<file path="config.mk">
export PLATFORM = sky130hd
export DESIGN_NAME = axis_frame_receiver
export DESIGN_NICKNAME = d
export VERILOG_FILES = /design/src/rtl/axis_frame_receiver.sv
export SDC_FILE = /design/constraint.sdc
export NUM_CORES = 2
export LEC_CHECK = 0
export BUFFER_PORTS_ARGS = -buffer_cell sky130_fd_sc_hd__clkbuf_2
export CORE_AREA = 2 2 377 379
export CTS_CLUSTER_SIZE = 8
export DETAILED_ROUTE_END_ITERATION = 6
export DIE_AREA = 0 0 379 381
export PLACE_DENSITY = 0.8
export SYNTH_ARGS = -nofsm -noshare
export SYNTH_HDL_FRONTEND = slang
export SYNTH_SLANG_ARGS = --single-unit
</file>
<file path="constraint.sdc">
create_clock -name axis_clk -period 3.1 [get_ports axis_clk]
set_input_delay 0.155 -clock axis_clk [delete_from_list [all_inputs] [get_ports axis_clk]]
set_output_delay 0.155 -clock axis_clk [all_outputs]
set_load 0.005 [all_outputs]
</file>
<file path="src/rtl/axis_frame_receiver.sv">
// AXI4-Stream slave that reassembles crypto-engine output words into key/nonce/counter/payload
// fields, validates framing against the selected mode, and holds each good frame until consumed.
module axis_frame_receiver #(
  parameter int HDR_WORDS     = 12,
  parameter int PAY_WORDS     = 16,
  parameter int ERR_CNT_WIDTH = 8
) (
  input  logic                     axis_clk,
  input  logic                     axis_reset_n,
  input  logic                     encryp_decryp,
  input  logic                     s_axis_valid,
  input  logic [31:0]              s_axis_data,
  input  logic                     s_axis_last,
  output logic                     s_axis_ready,
  output logic                     frame_valid,
  input  logic                     frame_ready,
  output logic [255:0]             frame_key,
  output logic [63:0]              frame_nonce,
  output logic [63:0]              frame_counter,
  output logic [PAY_WORDS*32-1:0]  frame_data,
  output logic                     frame_err,
  output logic [31:0]              good_count,
  output logic [ERR_CNT_WIDTH-1:0] err_count
);
  localparam int FRM_WORDS = HDR_WORDS + PAY_WORDS;
  localparam int IDX_W     = $clog2(FRM_WORDS + 1);
  localparam int PW        = PAY_WORDS * 32;

  typedef enum logic [1:0] {IDLE, RECV, DRAIN, HOLD} state_t;

  state_t           state, state_nxt;
  logic [IDX_W-1:0] idx, idx_nxt, word_idx, last_idx;
  logic             mode, cur_mode, accept, load_word, to_hold, err_nxt;
  logic             in_key, in_nonce, in_ctr;
  logic [255:0]     key_sh;
  logic [63:0]      nonce_sh, ctr_sh;
  // Payload shadow holds all but the final word; the final word is merged on entry to HOLD.
  logic [PW-33:0]   pay_sh;

  assign s_axis_ready = (state != HOLD);
  assign frame_valid  = (state == HOLD);
  assign accept       = s_axis_valid & s_axis_ready;
  assign load_word    = accept & ((state == IDLE) | (state == RECV));
  assign cur_mode     = (state == IDLE) ? encryp_decryp : mode;
  assign word_idx     = (state == IDLE) ? '0 : idx;
  assign last_idx     = cur_mode ? IDX_W'(PAY_WORDS - 1) : IDX_W'(FRM_WORDS - 1);
  assign in_key       = !cur_mode && (word_idx < IDX_W'(8));
  assign in_nonce     = !cur_mode && (word_idx >= IDX_W'(8))  && (word_idx < IDX_W'(10));
  assign in_ctr       = !cur_mode && (word_idx >= IDX_W'(10)) && (word_idx < IDX_W'(12));

  always_comb begin
    state_nxt = state;
    idx_nxt   = idx;
    err_nxt   = 1'b0;
    to_hold   = 1'b0;
    case (state)
      IDLE, RECV: if (accept) begin
        idx_nxt   = word_idx + 1'b1;
        state_nxt = RECV;
        if (word_idx == last_idx) begin
          if (s_axis_last) begin
            state_nxt = HOLD;
            to_hold   = 1'b1;
          end else begin
            state_nxt = DRAIN;
            err_nxt   = 1'b1;
          end
        end else if (s_axis_last) begin
          state_nxt = IDLE;
          err_nxt   = 1'b1;
        end
      end
      DRAIN:   if (accept && s_axis_last) state_nxt = IDLE;
      HOLD:    if (frame_ready) state_nxt = IDLE;
      default: state_nxt = IDLE;
    endcase
  end

  always_ff @(posedge axis_clk or negedge axis_reset_n) begin
    if (!axis_reset_n) begin
      state <= IDLE;
      idx   <= '0;
      mode  <= 1'b0;
    end else begin
      state <= state_nxt;
      idx   <= idx_nxt;
      if (accept && state == IDLE) mode <= encryp_decryp;
    end
  end

  always_ff @(posedge axis_clk or negedge axis_reset_n) begin
    if (!axis_reset_n) begin
      key_sh   <= '0;
      nonce_sh <= '0;
      ctr_sh   <= '0;
      pay_sh   <= '0;
    end else if (load_word) begin
      if (word_idx == '0) begin
        key_sh   <= '0;
        nonce_sh <= '0;
        ctr_sh   <= '0;
      end
      if (in_key)        key_sh   <= {key_sh[223:0], s_axis_data};
      else if (in_nonce) nonce_sh <= {nonce_sh[31:0], s_axis_data};
      else if (in_ctr)   ctr_sh   <= {ctr_sh[31:0], s_axis_data};
      else               pay_sh   <= {pay_sh[PW-65:0], s_axis_data};
    end
  end

  always_ff @(posedge axis_clk or negedge axis_reset_n) begin
    if (!axis_reset_n) begin
      frame_key     <= '0;
      frame_nonce   <= '0;
      frame_counter <= '0;
      frame_data    <= '0;
      frame_err     <= 1'b0;
      good_count    <= '0;
      err_count     <= '0;
    end else begin
      frame_err <= err_nxt;
      if (to_hold) begin
        frame_key     <= key_sh;
        frame_nonce   <= nonce_sh;
        frame_counter <= ctr_sh;
        frame_data    <= {pay_sh, s_axis_data};
      end
      if (frame_valid && frame_ready) good_count <= good_count + 32'd1;
      if (err_nxt && err_count != '1) err_count <= err_count + 1'b1;
    end
  end
endmodule

</file>
* After elaboration in Yosys (flattened, before gate mapping)
Cells that the tools add are included.
** Operators by class
- $add $sub $neg :: 3
- $lt $le $gt $ge :: 5
- Eq/ne operators :: 9
- Mux-type cells :: 27
- Bitwise operators :: 6
- Reductions and logical operators :: 18
** Operators by type and width (count)
- 2-to-1 mux 256 bit :: 2
- 2-to-1 mux 64 bit :: 7
- adder 32 x 1 -> 32 bit (second input constant) :: 1
- < comparator 5 x 4 -> 1 bit (second input constant) :: 3
- 2-to-1 mux 1 bit :: 11
- >= comparator 5 x 4 -> 1 bit (second input constant) :: 2
- 2-to-1 mux 5 bit :: 2
- logical AND 1 bit :: 9
- adder 8 x 1 -> 8 bit (second input constant) :: 1
- 2-to-1 mux 2 bit :: 4
- != test 8 bit (second input constant) :: 1
- != test 2 bit (second input constant) :: 3
- one-hot mux 2 bit (3 select lines) :: 1
- adder 5 x 1 -> 5 bit (second input constant) :: 1
- equality test 5 bit :: 1
- zero test 5 bit :: 1
- equality test 2 bit (second input constant) :: 2
- AND reduction 2 bit :: 2
- AND reduction 4 bit :: 1
- inverter 1 bit :: 3
- AND reduction 3 bit :: 1
- bitwise AND 1 bit :: 2
- equality test 2 x 1 -> 1 bit (second input constant) :: 1
- zero test 2 bit :: 1
- other kinds (5) :: 5
** Storage, ports and cells
- Register bits :: 1809
- Bits of input ports :: 38
- Output and inout port bits :: 939
- Logic and storage cells :: 82

* Longest topological paths before layout
- Depth after elaboration :: 8
- Mapped depth :: 11
- Gate-level depth less buffers :: 9

* Worst setup path after synthesis
OpenSTA, ideal clock, no wires.
- Path type :: register -> register
- Start :: register state[0]
- End :: register nonce_sh[32]
- Library setup time :: 121 ps
- Arrival :: 2415 ps
- Required time :: 2979 ps
- Slack :: 564 ps
- Stages on the path, launching flop included :: 12
- Buffers on the path :: 4
- Clock period less this slack :: 2536 ps
- Cell sequence :: dfrtp_1 > buf_2 > or2_1 > buf_2 > nand2_1 > ha_1 > or3b_1 > a21o_1 > a221o_1 > buf_2 > buf_2 > a22o_1
** Between the ends
- Longest elaborated chain between the ends :: 7
- Elaborated cells on any way between the ends :: 19
- Classes of those cells :: order compare (3); eq/ne (2); mux (5); bitwise (3); reduce/logical (6)
** Ends and longest elaborated chain
- start: declaration :: line 31 : state_t state, state_nxt;
- start signal: assignment :: line 85 : state <= state_nxt;
- zero test 2 bit :: line 43, 44, 45
- 2-to-1 mux 5 bit or 2-to-1 mux 1 bit (tied branches) :: line 45, 44
- >= comparator 5 x 4 -> 1 bit or zero test 1 bit (tied branches) :: line 48, 47
- logical AND 1 bit (2 in a row) :: line 48 : assign in_nonce = !cur_mode && (word_idx >= IDX_W'(8)) && (word_idx < IDX_W'(10));
- 2-to-1 mux 64 bit :: line 104 : else if (in_nonce) nonce_sh <= {nonce_sh[31:0], s_axis_data};
- 2-to-1 mux 64 bit :: line 103 : if (in_key) key_sh <= {key_sh[223:0], s_axis_data};
- end signal: assignment :: line 104
- end: declaration :: line 36 : logic [63:0] nonce_sh, ctr_sh;
Parallel ways exist; a longest one is shown, timed or not.
A chain may end at the register's enable or synchronous reset.

* Worst setup path after layout
- Start :: register idx[2]
- End :: register frame_key[195]
** Between the ends
- Longest elaborated chain between the ends :: 5
** Ends and longest elaborated chain
- start: declaration :: line 32 : logic [IDX_W-1:0] idx, idx_nxt, word_idx, last_idx;
- start signal: assignment :: line 86 : idx <= idx_nxt;
- 2-to-1 mux 5 bit :: line 45 : assign word_idx = (state == IDLE) ? '0 : idx;
- equality test 5 bit :: line 60 : if (word_idx == last_idx) begin
- 2-to-1 mux 1 bit :: line 60
- 2-to-1 mux 1 bit :: line 57 : IDLE, RECV: if (accept) begin
- 2-to-1 mux 1 bit :: line 56 : case (state)
- end signal: assignment :: line 122 : frame_key <= key_sh;
- end: declaration :: line 17 : output logic [255:0] frame_key,
No other way between the ends.

==> results.json <==
{
  "status": "finished clean",
  "setup_tns_ps": 0,
  "initial_core_util_pct": 47.5,
  "drc": 0,
  "cpMostUsedCell": "buf_4",
  "ys_top_cells_by_area": "dfrtp_1 68%, mux2_2 20%, a22o_1 5.1%, mux2_1 3.4%, buf_2 1.3%",
  "cts_tree": "done",
  "clock_sinks": 1809,
  "p_leak_uw": 0.0426,
  "final_cell_mix": "1809 x dfrtp_1, 1179 x mux2_2, 975 x clkbuf_2",
  "synth_top_area_share_pct": 67.8,
  "r2r_slack_ps": 360,
  "first_iter_violations": 2703,
  "holdCritPathClass": "in2reg",
  "drive_gt1_share_pct": 49.7,
  "numCtsBuffers": 277,
  "drv_slew": 0,
  "period_needed_ps": 2740,
  "slowest_stage": "dfrtp_1",
  "syn_nets": 4033,
  "antenna_found_initial": 6,
  "ant_nets": 0,
  "syn_to_final_growth_pct": 22.4,
  "die_y_um": 381,
  "slew_headroom_pct": 34.8,
  "path_cells": "nor2_1 > a21oi_1 > nor3_1 > ha_1 > nand2_4 > buf_12 > buf_4 > buf_4 > mux2_2",
  "hold_viol": 0,
  "cp-start-kind": "flop",
  "worst-path-max-fanout": 19,
  "cts_resized": 0,
  "path_buf_inv": 3,
  "clock_tree.buffer_depth": 4,
  "synth_edf_count": 0,
  "ir_drop_v": 0.000503,
  "seq_area_frac_synth_pct": 67.8,
  "worst_pin_slew_ps": 978,
  "via_per_inst": 5.66,
  "drv_cap": 0,
  "clock_latency_ps": 870,
  "synthArstFlopShare_pct": 100,
  "grt_first_pass_wirelength_mm": 274,
  "dp.cells": 6722,
  "vias": 39984,
  "first_global_vias": 41913,
  "critPathKind": "reg2reg",
  "dieArea_um2": 144000,
  "place_congestion": 0.868,
  "required_ps": 3800,
  "track_usage_pct": 25.4,
  "path_clk_slew_ps": 50,
  "htreeDepth": 5,
  "wl_per_cell_um": 26.2,
  "ys_ff_latch": 1809,
  "final_common_cell": "dfrtp_1",
  "die_x_um": 379,
  "gr-total-overflow": 0,
  "arrival_ps": 3430,
  "crit_path_end_kind": "flop",
  "skew_ps": 54.0,
  "rsz0062_at_grt": "no",
  "synth_top_area_cell": "dfrtp_1",
  "finalCritPeriodShare_pct": 88.4,
  "crit_family": "buffers and inverters",
  "ys_types": 50,
  "powerDensity_nw_per_um2": 758,
  "max_freq_ghz": 0.365,
  "hpwl_mm": 126,
  "core_um2": 141000,
  "row_count": 138,
  "ys.flop_type": "dfrtp_1",
  "drt-total-wl_mm": 185,
  "avgSynthCellArea_um2": 16.7,
  "io_pins": 977,
  "syn_inst": 3991,
  "firstDrtPassIters": 5,
  "setup_viol": 0,
  "cpPeakStageDelay_ps": 600,
  "grt_max_degree": 120,
  "synth.cell_area_um2": 66800,
  "io_buffers": 976,
  "instances_no_fill": 7064,
  "nets": 5194,
  "cts_root_buffer": "clkbuf_16",
  "nFillCells": 10364,
  "yosysWarnings": 0
}
[per-layer routing]
metal | share of wire (%) | vias to the layer above | wire length [um] | track usage [%]
met5 | 0 | - | 0 | 0
met4 | 6.5 | 0 | 11900 | 15.1
met3 | 7.3 | 511 | 13500 | 7.24
met2 | 47 | 1550 | 86900 | 38.9
met1 | 39 | 21189 | 72500 | 32.0
li1 | - | 16734 | - | -
[flip-flops by register name, indices dropped and copies added (netlist names)]
name and flops:
pay_sh 480, good_count 32, frame_key 256, nonce_sh 64, mode 1, ctr_sh 64, idx 5, frame_counter 64
frame_nonce 64, err_count 8, state 2, frame_data 512, key_sh 256, frame_err 1
[cell families after synthesis]
| group | Yosys count | share of synthesized area, % |
|---|---|---|
| adder cells (fa/ha/maj) | 4 | 0.0750 |
| AO/OA/AOI/OAI | 406 | 5.28 |
| XOR/XNOR | 38 | 0.498 |
| multiplexers | 1379 | 23.3 |
| buffers and inverters | 247 | 2.19 |
| flip-flops | 1809 | 67.8 |
| AND/OR/NAND/NOR | 108 | 0.901 |
[report_power, final]
| part | switching, uW | total (uW) | internal [uW] | leakage, uW |
|---|---|---|---|---|
| clock network | 9620 | 25800 | 16200 | 0.00358 |
| registers | 3760 | 30800 | 27000 | 0.0244 |
| logic | 2420 | 5340 | 2910 | 0.0147 |
[cell type report]
type | instances | area (um^2) | area share (%)
clock inverters | 7 | 111 | 0.136
flip-flops and latches | 1809 | 45300 | 55.4
inverters | 5 | 18.8 | 0.0230
diodes | 6 | 15.0 | 0.0184
repair buffers | 1124 | 6720 | 8.22
multi-input cells | 1935 | 20100 | 24.6
well taps | 1890 | 2360 | 2.89
clock buffers | 288 | 7150 | 8.75
[per-stage QoR]
step / area, um^2 / total power (uW) / setup slack [ps] / hold WS, ps / util (%)
2_1_floorplan: 66800 / 32900 / 564 / -141 / -
3_3_place_gp: 74000 / 35800 / 476 / 227 / 52.7
3_5_place_dp: 74000 / 36300 / 401 / 234 / 52.7
4_1_cts: 81700 / 62300 / 362 / 143 / 58.1
5_1_grt: 81700 / 64200 / 211 / 189 / 58.1
6_report: 81700 / 61900 / 360 / 216 / 58.2
[worst min-delay path: cells and delay by family]
kind                   cells  cell delay (ps)
AOI/OAI and AO/OA          1              160
buffers and inverters      2              730
[cells in the mapped netlist (2+ instances only)]
cell	number
xnor2_1	30
nor3_1	5
a221o_1	2
nand3_1	18
nor4_1	2
nor2_1	11
buf_2	170
xor2_1	8
ha_1	4
clkbuf_1	18
and3_1	3
buf_8	11
nor3b_1	2
o21ai_0	9
buf_1	4
buf_6	11
and4_1	6
and2_1	4
buf_4	27
mux2_1	200
a22o_1	385
nor2_2	2
dfrtp_1	1809
mux2_2	1179
nor2b_1	2
nand2_1	27
nand4_1	15
inv_1	5
[repair_timing]
| item | CTS | global route |
|---|---|---|
| buffers inserted | 0 | 0 |
| endpoints found under the hold margin | 1535 | 0 |
| hold buffers | 41 | 0 |
[path summary, 6_finish.rpt]
kind,to,depth (start not counted),startpoint
setup / recovery,frame_key[195],9,idx[2]
hold / removal,nonce_sh[16],3,s_axis_data[16]
setup reg to reg,frame_key[195],9,idx[2]
hold reg to reg,good_count[31],1,good_count[31]
max in group asynchronous,frame_data[249],4,axis_reset_n
min in group asynchronous,key_sh[159],3,axis_reset_n
No activity file was read; power rests on OpenSTA's default activity.
